--- src/rtl/fb_arb_pkg.sv ---
// Shared state encoding and default burst-length width for the frame-buffer access arbiter.
package fb_arb_pkg;
  localparam int FB_ARB_LEN_W = 8;

  typedef enum logic [1:0] {
    IDLE     = 2'd0,
    WR_BURST = 2'd1,
    RD_BURST = 2'd2
  } fb_arb_state_t;
endpackage

--- src/rtl/fb_arb_beat_cnt.sv ---
// Burst beat counter: loads AxLEN on grant, counts down per granted beat, saturates at zero.
// zero flag is a pure decode of the count register; no backpressure.
module fb_arb_beat_cnt
  import fb_arb_pkg::*;
#(
  parameter int LEN_W = FB_ARB_LEN_W
) (
  input  logic             ACLK,
  input  logic             ARESET,
  input  logic             load,
  input  logic [LEN_W-1:0] load_val,
  input  logic             dec,
  output logic             zero
);

  logic [LEN_W-1:0] cnt;

  // Hold at zero so a max-length burst never wraps back to a full count.
  always_ff @(posedge ACLK) begin
    if (ARESET) begin
      cnt <= '0;
    end else if (load) begin
      cnt <= load_val;
    end else if (dec && (cnt != '0)) begin
      cnt <= cnt - 1'b1;
    end
  end

  assign zero = (cnt == '0);

endmodule

--- src/rtl/fb_access_arbiter.sv ---
// Grants the single frame-buffer port to the AXI write or read channel for one whole burst; 1-cycle grant latency.
// Ties are round-robin, or write-always-wins when FB_ARB_WR_PRIORITY_EN is defined; requests simply wait in IDLE.
module fb_access_arbiter
  import fb_arb_pkg::*;
#(
  parameter int LEN_W = FB_ARB_LEN_W
) (
  input  logic             ACLK,
  input  logic             ARESET,
  input  logic             wr_req,
  input  logic [LEN_W-1:0] wr_len,
  input  logic             wr_beat,
  input  logic             rd_req,
  input  logic [LEN_W-1:0] rd_len,
  input  logic             rd_beat,
  output logic             wr_gnt,
  output logic             rd_gnt,
  output logic             mem_sel,
  output logic             wr_done,
  output logic             rd_done,
  output logic             busy
);

  fb_arb_state_t state;

  logic             pick_wr;
  logic             pick_rd;
  logic             grant;
  logic             fire;
  logic             cnt_zero;
  logic [LEN_W-1:0] load_val;

`ifdef FB_ARB_WR_PRIORITY_EN
  assign pick_wr = wr_req;
`else
  logic last_rd;

  // Resets to "read" so the first tie after reset goes to the write channel.
  assign pick_wr = wr_req & (~rd_req | last_rd);

  always_ff @(posedge ACLK) begin
    if (ARESET) begin
      last_rd <= 1'b1;
    end else if (grant) begin
      last_rd <= pick_rd;
    end
  end
`endif

  assign pick_rd  = rd_req & ~pick_wr;
  assign grant    = (state == IDLE) & (pick_wr | pick_rd);
  assign load_val = pick_wr ? wr_len : rd_len;
  assign fire     = (wr_gnt & wr_beat) | (rd_gnt & rd_beat);

  fb_arb_beat_cnt #(
    .LEN_W(LEN_W)
  ) u_beat_cnt (
    .ACLK    (ACLK),
    .ARESET  (ARESET),
    .load    (grant),
    .load_val(load_val),
    .dec     (fire),
    .zero    (cnt_zero)
  );

  always_ff @(posedge ACLK) begin
    if (ARESET) begin
      state   <= IDLE;
      wr_gnt  <= 1'b0;
      rd_gnt  <= 1'b0;
      mem_sel <= 1'b0;
      busy    <= 1'b0;
    end else begin
      case (state)
        IDLE: begin
          if (pick_wr) begin
            state   <= WR_BURST;
            wr_gnt  <= 1'b1;
            mem_sel <= 1'b0;
            busy    <= 1'b1;
          end else if (pick_rd) begin
            state   <= RD_BURST;
            rd_gnt  <= 1'b1;
            mem_sel <= 1'b1;
            busy    <= 1'b1;
          end
        end
        WR_BURST: begin
          if (wr_beat && cnt_zero) begin
            state  <= IDLE;
            wr_gnt <= 1'b0;
            busy   <= 1'b0;
          end
        end
        RD_BURST: begin
          if (rd_beat && cnt_zero) begin
            state  <= IDLE;
            rd_gnt <= 1'b0;
            busy   <= 1'b0;
          end
        end
        default: begin
          state  <= IDLE;
          wr_gnt <= 1'b0;
          rd_gnt <= 1'b0;
          busy   <= 1'b0;
        end
      endcase
    end
  end

  // Done must coincide with the final beat, so it is the registered grant/zero state qualified by that beat.
  assign wr_done = wr_gnt & wr_beat & cnt_zero & ~ARESET;
  assign rd_done = rd_gnt & rd_beat & cnt_zero & ~ARESET;

endmodule

--- config.mk ---
export PLATFORM = sky130hd
export DESIGN_NAME = fb_access_arbiter
export DESIGN_NICKNAME = d
export VERILOG_FILES = /design/src/rtl/fb_arb_pkg.sv /design/src/rtl/fb_arb_beat_cnt.sv /design/src/rtl/fb_access_arbiter.sv
export SDC_FILE = /design/constraint.sdc
export NUM_CORES = 1
export LEC_CHECK = 0
export ABC_AREA = 0
export CORE_AREA = 2 2 52 45
export CTS_CLUSTER_DIAMETER = 80
export DETAILED_ROUTE_END_ITERATION = 16
export DIE_AREA = 0 0 54 47
export GPL_TIMING_DRIVEN = 0
export HOLD_SLACK_MARGIN = 0.1
export PLACE_DENSITY_LB_ADDON = 0.08
export SYNTH_ARGS = -nofsm -noshare
export SYNTH_HDL_FRONTEND = slang
export SYNTH_HIERARCHICAL = 1
export SYNTH_SLANG_ARGS = --single-unit
--- constraint.sdc ---
create_clock -name ACLK -period 5.6 [get_ports ACLK]
set_input_delay 1.68 -clock ACLK [delete_from_list [all_inputs] [get_ports ACLK]]
set_output_delay 1.68 -clock ACLK [all_outputs]
set_load 0.005 [all_outputs]
==> results.json, run 1 <==
{
  "clock_latency_ps": 290,
  "tightest_slew_ps": 663,
  "area_delta_synth_final_pct": 33.2,
  "path_max_fanout": 3,
  "cts-buffers-inserted": 3,
  "synth_cell_types": 42,
  "core_area_um2": 2030,
  "grt_max_degree": 11,
  "timing.slew.headroom": 0.554,
  "grt_pass1_wl_um": 3320,
  "cp_slowest_stage_delay_ps": 530,
  "antenna_left": 0,
  "endpoint_kind": "primary output",
  "p_leak_uw": 0.000466,
  "rsz0062_at_grt": "no",
  "die-width_um": 54,
  "grt_pass1_vias": 781,
  "maxCapViolCount": 0,
  "yosysTopAreaCellShare": 0.314,
  "yosys.area.top_type": "dfxtp_1",
  "syn-num-nets": 134,
  "finClkSkew_ps": 5.70,
  "gp_congestion": 0.755,
  "dr.pass1.iters": 4,
  "critPathRequiredTime_ps": 3920,
  "fp.dieH_um": 47,
  "cts.repair.resized": 0,
  "timing.final.crit_share": 0.838,
  "ys_seq_elements": 15,
  "synth.yosys.warnings": 6,
  "p_total_uw": 323,
  "io_pins": 28,
  "worstPathArrival_ps": 3010,
  "cp_slowest_cell": "clkdlybuf4s50_1",
  "drc": 0,
  "status": "completed",
  "ir_worst_vdd_mv": 0.190,
  "totalWireLength_um": 2160,
  "drive_above_1_share": 0.157,
  "cp-start-kind": "primary input",
  "drt-initial-drc-count": 21,
  "fill_cells": 194,
  "port_buffers": 26,
  "critPathMostFrequentCell": "clkdlybuf4s50_1",
  "cts-htree-levels": 1,
  "initial_utilization": 0.472,
  "worst_slack_ps": 910,
  "drv_slew": 0,
  "nets": 165,
  "avgSynthCellArea_um2": 8.70,
  "grt.overflow.total": 0,
  "synth-seq-area-share": 0.314,
  "synth_area_leaders": "dfxtp_1, mux2_2, a21oi_1",
  "cts_hold_buf": 0,
  "syn_inst": 110,
  "setup_violations": 0,
  "routed_via_density": 5.60,
  "synth_edf_count": 0,
  "antenna_found_initial": 0,
  "place_ws_ps": 929,
  "power_density_nw_per_um2": 254,
  "tns_ps": 0,
  "fmax_ghz": 0.213,
  "antenna_cells": 0,
  "clk_pin_slew_ps": 90,
  "ys_top_cells_by_count": "dfxtp_1, a21oi_1, nor2_1",
  "synth_flop_cell": "dfxtp_1",
  "path_class": "primary input to primary output",
  "cts_buffer_depth": 2,
  "num_rows": 15,
  "yosysMostFrequentCell": "dfxtp_1",
  "multi_input_comb_area_um2": 597,
  "post-cts-setup-buffer-count": 0,
  "synth_area_um2": 957,
  "hp-class": "flip-flop to flip-flop",
  "wire_per_inst_um": 13.1,
  "async_reset_ff_frac": 0,
  "path_cells": "clkdlybuf4s50_1, nand2_1, nor3b_1, clkdlybuf4s50_1",
  "hold_viol": 0,
  "cts_tree": "yes",
  "place_hpwl_um": 1650,
  "grt_usage": 0.184,
  "register_area_um2": 300,
  "root_buffer": "clkbuf_4",
  "vias": 924,
  "dieArea_um2": 2540,
  "clock_sinks": 15,
  "finalCriticalPeriod_ps": 4690
}
placed cells by master, fill, tap and decap left out, types with 2 or more instances in the layout:
cell	instances
clkbuf_4	3
xnor2_1	3
mux2_2	8
o21ai_0	5
or4_2	2
ha_1	2
nand2_1	3
mux2i_1	2
nor3_1	3
inv_1	9
clkdlybuf4s50_1	26
a21oi_1	10
nor2_1	10
nor3b_1	4
or4_1	2
a311oi_1	2
dfxtp_1	15
a211oi_1	2
clkbuf_1	3
or3_2	2
power breakdown:
group	internal [µW]	switching (µW)	total, µW
Combinational	64.0	57.6	122
Sequential	122	16.0	138
Clock	27.7	36.5	64.2
Total	213	110	323
layout make-up:
cell class | instances | share of cell area
clock buffers | 4 | 0.0206
flip-flops and latches | 15 | 0.236
multi-input cells | 81 | 0.468
repair buffers | 26 | 0.204
well taps | 25 | 0.0245
plain buffers | 4 | 0.0177
inverters | 10 | 0.0294
state kept, by name, indices dropped and copies added, names as in the netlist:
| name | flops |
|---|---|
| busy | 1 |
| last_rd | 1 |
| mem_sel | 1 |
| rd_gnt | 1 |
| state | 2 |
| u_beat_cnt/cnt | 8 |
| wr_gnt | 1 |
worst max-delay path, delay by kind of cell:
kind          cells  cell delay [ps]
buf+inv           2             1030
simple gates      2              300
final timing paths:
check | startpoint | end | slack [ps] | depth (start not counted)
hold reg to reg | busy$_SDFFE_PP0P_ | busy$_SDFFE_PP0P_ | 480 | 2
hold / removal | busy$_SDFFE_PP0P_ | busy$_SDFFE_PP0P_ | 480 | 2
setup / recovery | rd_beat | rd_done | 910 | 4
setup reg to reg | u_beat_cnt/cnt[2]$_SDFFE_PP0P_ | busy$_SDFFE_PP0P_ | 3240 | 6
kinds of logic (layout without fill, tap and decap cells):
| group | after synthesis | in the layout | synth area share |
|---|---|---|---|
| compound gates | 32 | 32 | 0.242 |
| xor+xnor | 3 | 3 | 0.0275 |
| simple gates | 34 | 34 | 0.213 |
| mux | 10 | 10 | 0.115 |
| flops | 15 | 15 | 0.314 |
| fa+ha+maj | 2 | 2 | 0.0261 |
| buf+inv | 14 | 44 | 0.0627 |
through the flow:
step	cells	hold WS, ps	utilization	cell area (µm²)
2_1_floorplan	110	461	-	957
3_3_place_gp	161	463	0.616	1250
3_5_place_dp	161	474	0.616	1250
4_1_cts	165	491	0.629	1270
5_1_grt	165	523	0.629	1270
6_report	165	484	0.629	1270
per-layer routing:
metal | wire, µm | track usage | vias to the layer above
li1 | - | - | 468
met3 | 170 | 0.0669 | 2
met1 | 1010 | 0.248 | 425
met4 | 12 | 0.0450 | 0
met5 | 0 | 0 | -
met2 | 965 | 0.283 | 29
Note: power is estimated with default switching activity, not from simulation.
==> run 2: changes to the inputs <==
Settings changed: CORE_AREA 2 2 52 45 to 2 2 57 48, DIE_AREA 0 0 54 47 to 0 0 59 50.
Clock period 5.6 ns to 4.1 ns, I/O delays scaled along.
==> run 2 against run 1 <==
Sequential share of layout area shrank 0.16 points. Final cell count grew 1.2%. Design area is 0.69% higher. Total power rose by 38%. Wire length grew 3.3%. Clock-buffer cell count unchanged. Global-route usage decreased by 1.9 points. Worst hold slack worse by 8.9 ps.
==> results.json, run 2 (same netlist as run 1, synthesis figures left out) <==
{
  "root_buffer": "clkbuf_4",
  "antenna_found_initial": 0,
  "critPathRequiredTime_ps": 2870,
  "fill_cells": 236,
  "cts-htree-levels": 1,
  "endpoint_kind": "primary output",
  "fp.dieH_um": 50,
  "drt-initial-drc-count": 24,
  "io_pins": 28,
  "num_rows": 16,
  "largest-register": "u_beat_cnt/cnt",
  "rrSetupSlack_ps": 1990,
  "timing.final.crit_share": 0.915,
  "finalCriticalPeriod_ps": 3750,
  "clock_latency_ps": 280,
  "ir_worst_vdd_mv": 0.188,
  "cts_buffer_depth": 2,
  "final_common_cell": "clkdlybuf4s50_1",
  "totalWireLength_um": 2230,
  "dieArea_um2": 2950,
  "hold_start": "busy$_SDFFE_PP0P_",
  "core_area_um2": 2360,
  "power_density_nw_per_um2": 347,
  "place_hpwl_um": 1720,
  "final_cell_mix": "clkdlybuf4s50_1, dfxtp_1, nor2_1, a21oi_1, inv_1",
  "area_delta_synth_final_pct": 34.1,
  "largest_register_ffs": 8,
  "grt_usage": 0.165,
  "antenna_left": 0,
  "dr.pass1.iters": 4,
  "hold_viol": 0,
  "path_class": "primary input to primary output",
  "gp_congestion": 0.777,
  "drv_slew": 0,
  "antenna_cells": 0,
  "dp.cells": 163,
  "nets": 165,
  "finClkSkew_ps": 1.52,
  "initial_utilization": 0.405,
  "rsz0062_at_grt": "no",
  "tns_ps": 0,
  "cts_tree": "yes",
  "clock_sinks": 15,
  "port_buffers": 26,
  "routed_via_density": 5.38,
  "timing.slew.headroom": 0.665,
  "hp-class": "flip-flop to flip-flop",
  "p_leak_uw": 0.000467,
  "path_max_fanout": 3,
  "cp-start-kind": "primary input",
  "hold_end": "busy$_SDFFE_PP0P_",
  "hold_depth": 2,
  "cts-buffers-inserted": 3,
  "worstPathArrival_ps": 2520,
  "largestRegisters": "u_beat_cnt/cnt (8), state (2)",
  "grt.overflow.total": 0,
  "wire_per_inst_um": 13.4,
  "cts_hold_buf": 0,
  "fmax_ghz": 0.267,
  "cts.repair.resized": 0,
  "drive_above_1_share": 0.164,
  "die-width_um": 59,
  "instances_no_fill": 167,
  "reg2reg_depth": 6,
  "rr_endpoint": "busy$_SDFFE_PP0P_",
  "vias": 899,
  "tightest_slew_ps": 500,
  "rr_startpoint": "u_beat_cnt/cnt[2]$_SDFFE_PP0P_",
  "maxCapViolCount": 0,
  "drc": 0,
  "clk_pin_slew_ps": 90,
  "post-cts-setup-buffer-count": 0,
  "status": "completed",
  "grt_pass1_vias": 860,
  "grt_pass1_wl_um": 3780,
  "placed_cell_area_um2": 1250,
  "final_cell_area_um2": 1280,
  "grt_max_degree": 11,
  "setup_violations": 0
}
[run 2: cell counts in the layout (fill, tap and decap cells not counted)]
Identical to the previous run, type by type.
[run 2: final cells by class]
| class | count | area (µm²) | share of cell area |
|---|---|---|---|
| Multi-Input combinational cell | 81 | 603 | 0.470 |
| Sequential cell | 15 | 300 | 0.234 |
| Timing Repair Buffer | 26 | 260 | 0.203 |
| Inverter | 10 | 37.5 | 0.0292 |
| Tap cell | 27 | 33.8 | 0.0263 |
| Clock buffer | 4 | 26.3 | 0.0205 |
| Buffer | 4 | 22.5 | 0.0175 |
[run 2: where the power goes]
part | total, µW | internal, µW | switching (µW)
Combinational | 170 | 88.5 | 81.6
Sequential | 188 | 166 | 22.0
Clock | 86.7 | 37.8 | 48.9
[run 2: stage by stage]
| step | hold WS [ps] | total power (µW) | setup WS (ps) | utilization |
|---|---|---|---|---|
| finish | 475 | 445 | 348 | 0.543 |
| global route | 532 | 477 | 239 | 0.543 |
| CTS | 482 | 446 | 195 | 0.541 |
| detailed placement | 469 | 358 | 331 | 0.530 |
| global placement | 464 | 354 | 339 | 0.530 |
| floorplan | 461 | 299 | 1200 | - |
[run 2: worst max-delay path, cell delays in order]
cell and delay, ps:
clkdlybuf4s50_1 510, nand2_1 80, nor3b_1 180, clkdlybuf4s50_1 520
[run 2: per-layer routing]
metal  vias up  wire length (µm)  part of all wire  GRT usage
met5         -                 0                 0          0
met2        27               945              0.42      0.246
met3         0               125             0.056     0.0499
li1        470                 -                 -          -
met4         0                 0                 0     0.0227
met1       402              1160              0.52      0.236
[run 2: worst max path at each step]
stage | startpoint | end | slack (ps) | depth (start not counted)
floorplan | ARESET | wr_done | 1200 | 2
global placement | rd_beat | rd_done | 340 | 4
detailed placement | rd_beat | rd_done | 330 | 4
CTS | u_beat_cnt/cnt[2]$_SDFFE_PP0P_ | rd_done | 200 | 5
global route | u_beat_cnt/cnt[2]$_SDFFE_PP0P_ | rd_done | 240 | 5
finish | rd_beat | rd_done | 350 | 4
==> run 3: changes to the inputs <==
Settings changed: CORE_AREA 2 2 57 48 to 2 2 56 47, CTS_BUF_LIST set to sky130_fd_sc_hd__clkbuf_8, DIE_AREA 0 0 59 50 to 0 0 58 49.
==> run 3 against run 2 <==
Global-route usage fell by 0.13 points. Fmax fell by 0.81%. First-iteration DRC count fell by 25%. Setup slack got worse by 31 ps. Largest power group unchanged.
==> results.json, run 3 (same netlist as run 1, synthesis figures left out) <==
{
  "instances_no_fill": 167,
  "path_max_fanout": 6,
  "antenna_left": 0,
  "totalWireLength_um": 2200,
  "timing.slew.headroom": 0.584,
  "rr_startpoint": "u_beat_cnt/cnt[2]$_SDFFE_PP0P_",
  "fmax_ghz": 0.264,
  "area_delta_synth_final_pct": 35.4,
  "worstPathArrival_ps": 2550,
  "num_rows": 16,
  "top_layer_used": "met3",
  "reg2reg_depth": 6,
  "routed-wl-met3_um": 123,
  "grt_pass1_vias": 794,
  "power_density_nw_per_um2": 364,
  "final_cell_mix": "clkdlybuf4s50_1, dfxtp_1, nor2_1, inv_1, a21oi_1",
  "maxCapViolCount": 0,
  "hp-class": "flip-flop to flip-flop",
  "drt-met1-wl_um": 1120,
  "rrSetupSlack_ps": 1820,
  "grt.overflow.total": 0,
  "largest_register_ffs": 8,
  "port_buffers": 26,
  "dp.cells": 163,
  "drive_above_1_share": 0.157,
  "ir_worst_vdd_mv": 0.229,
  "grt_pass1_wl_um": 3590,
  "hold_depth": 2,
  "initial_utilization": 0.412,
  "io_pins": 28,
  "place_hpwl_um": 1700,
  "vias": 897,
  "tns_ps": 0,
  "worst_slack_ps": 318,
  "setup_violations": 0,
  "path_class": "flip-flop to primary output",
  "wire_per_inst_um": 13.2,
  "p_leak_uw": 0.000478,
  "rsz0062_at_grt": "no",
  "clock_sinks": 15,
  "grt_max_degree": 11,
  "drt-initial-drc-count": 18,
  "cts.repair.resized": 0,
  "fin_util": 0.558,
  "clock_latency_ps": 240,
  "finalCriticalPeriod_ps": 3780,
  "fp.dieH_um": 49,
  "hold_end": "busy$_SDFFE_PP0P_",
  "drv_slew": 0,
  "timing.final.crit_share": 0.923,
  "cts-buffers-inserted": 3,
  "hold_start": "busy$_SDFFE_PP0P_",
  "largestRegisters": "u_beat_cnt/cnt (8), state (2)",
  "die-width_um": 58,
  "routed_via_density": 5.37,
  "final_common_cell": "clkdlybuf4s50_1",
  "dieArea_um2": 2840,
  "grt_usage": 0.163,
  "post-cts-setup-buffer-count": 0,
  "cts_hold_buf": 0,
  "cts-htree-levels": 1,
  "critPathRequiredTime_ps": 2870,
  "dr.pass1.iters": 4,
  "cts_buffer_depth": 2,
  "endpoint_kind": "primary output",
  "finClkSkew_ps": 2.22,
  "antenna_cells": 0,
  "tightest_slew_ps": 619,
  "nets": 165,
  "largest-register": "u_beat_cnt/cnt",
  "cts_tree": "yes",
  "root_buffer": "clkbuf_8",
  "place_ws_ps": 311,
  "status": "completed",
  "drc": 0,
  "gp_congestion": 0.764,
  "rr_endpoint": "busy$_SDFFE_PP0P_",
  "core_area_um2": 2320,
  "hold_viol": 0,
  "clk_pin_slew_ps": 60,
  "fill_cells": 230,
  "cp-start-kind": "flip-flop",
  "antenna_found_initial": 0,
  "wl_met2_um": 964
}
run 3: cell count changes in the layout (fill, tap and decap cells not counted), sizes merged:
cell | before | now
inv | 9 | 10
clkbuf | 6 | 5
run 3: worst max-delay path by stage:
stage	endpoint	startpoint	slack (ps)
4_1_cts	rd_done	u_beat_cnt/cnt[2]$_SDFFE_PP0P_	290
2_1_floorplan	wr_done	ARESET	1200
3_5_place_dp	rd_done	rd_beat	310
5_1_grt	rd_done	u_beat_cnt/cnt[2]$_SDFFE_PP0P_	80
6_report	rd_done	u_beat_cnt/cnt[2]$_SDFFE_PP0P_	320
3_3_place_gp	rd_done	rd_beat	340
run 3: layout make-up:
class | instances | area [µm²] | share of cell area
sequential | 15 | 300 | 0.232
multi-input combinational | 81 | 597 | 0.460
clock buffer | 3 | 41.3 | 0.0319
timing repair buffer | 26 | 260 | 0.201
tap | 27 | 33.8 | 0.0261
inverter | 10 | 37.5 | 0.0290
buffer | 4 | 22.5 | 0.0174
clock inverter | 1 | 3.75 | 0.00290
run 3: routing by layer:
metal  global-route usage  vias to the layer above
met3               0.0477                        0
met4               0.0233                        0
li1                     -                      466
met2                0.244                       23
met5                    0                        -
met1                0.236                      408
run 3: stage by stage:
step	total power, µW	instance area [µm²]	hold WS [ps]
finish	472	1300	472
global route	506	1300	494
CTS	476	1300	479
detailed placement	357	1250	467
global placement	354	1250	459
floorplan	299	957	461
run 3: worst max-delay path, stage by stage, from the launching register on:
cell and delay [ps]:
dfxtp_1 360, or4_4 590, nor4_1 490, nand2_1 150, nor3b_1 200, clkdlybuf4s50_1 520
run 3: where the power goes:
part           leakage, µW  internal [µW]  switching, µW
Sequential        0.000124            166           21.9
Clock            0.0000269           66.2           51.0
Combinational     0.000327           87.3           79.3
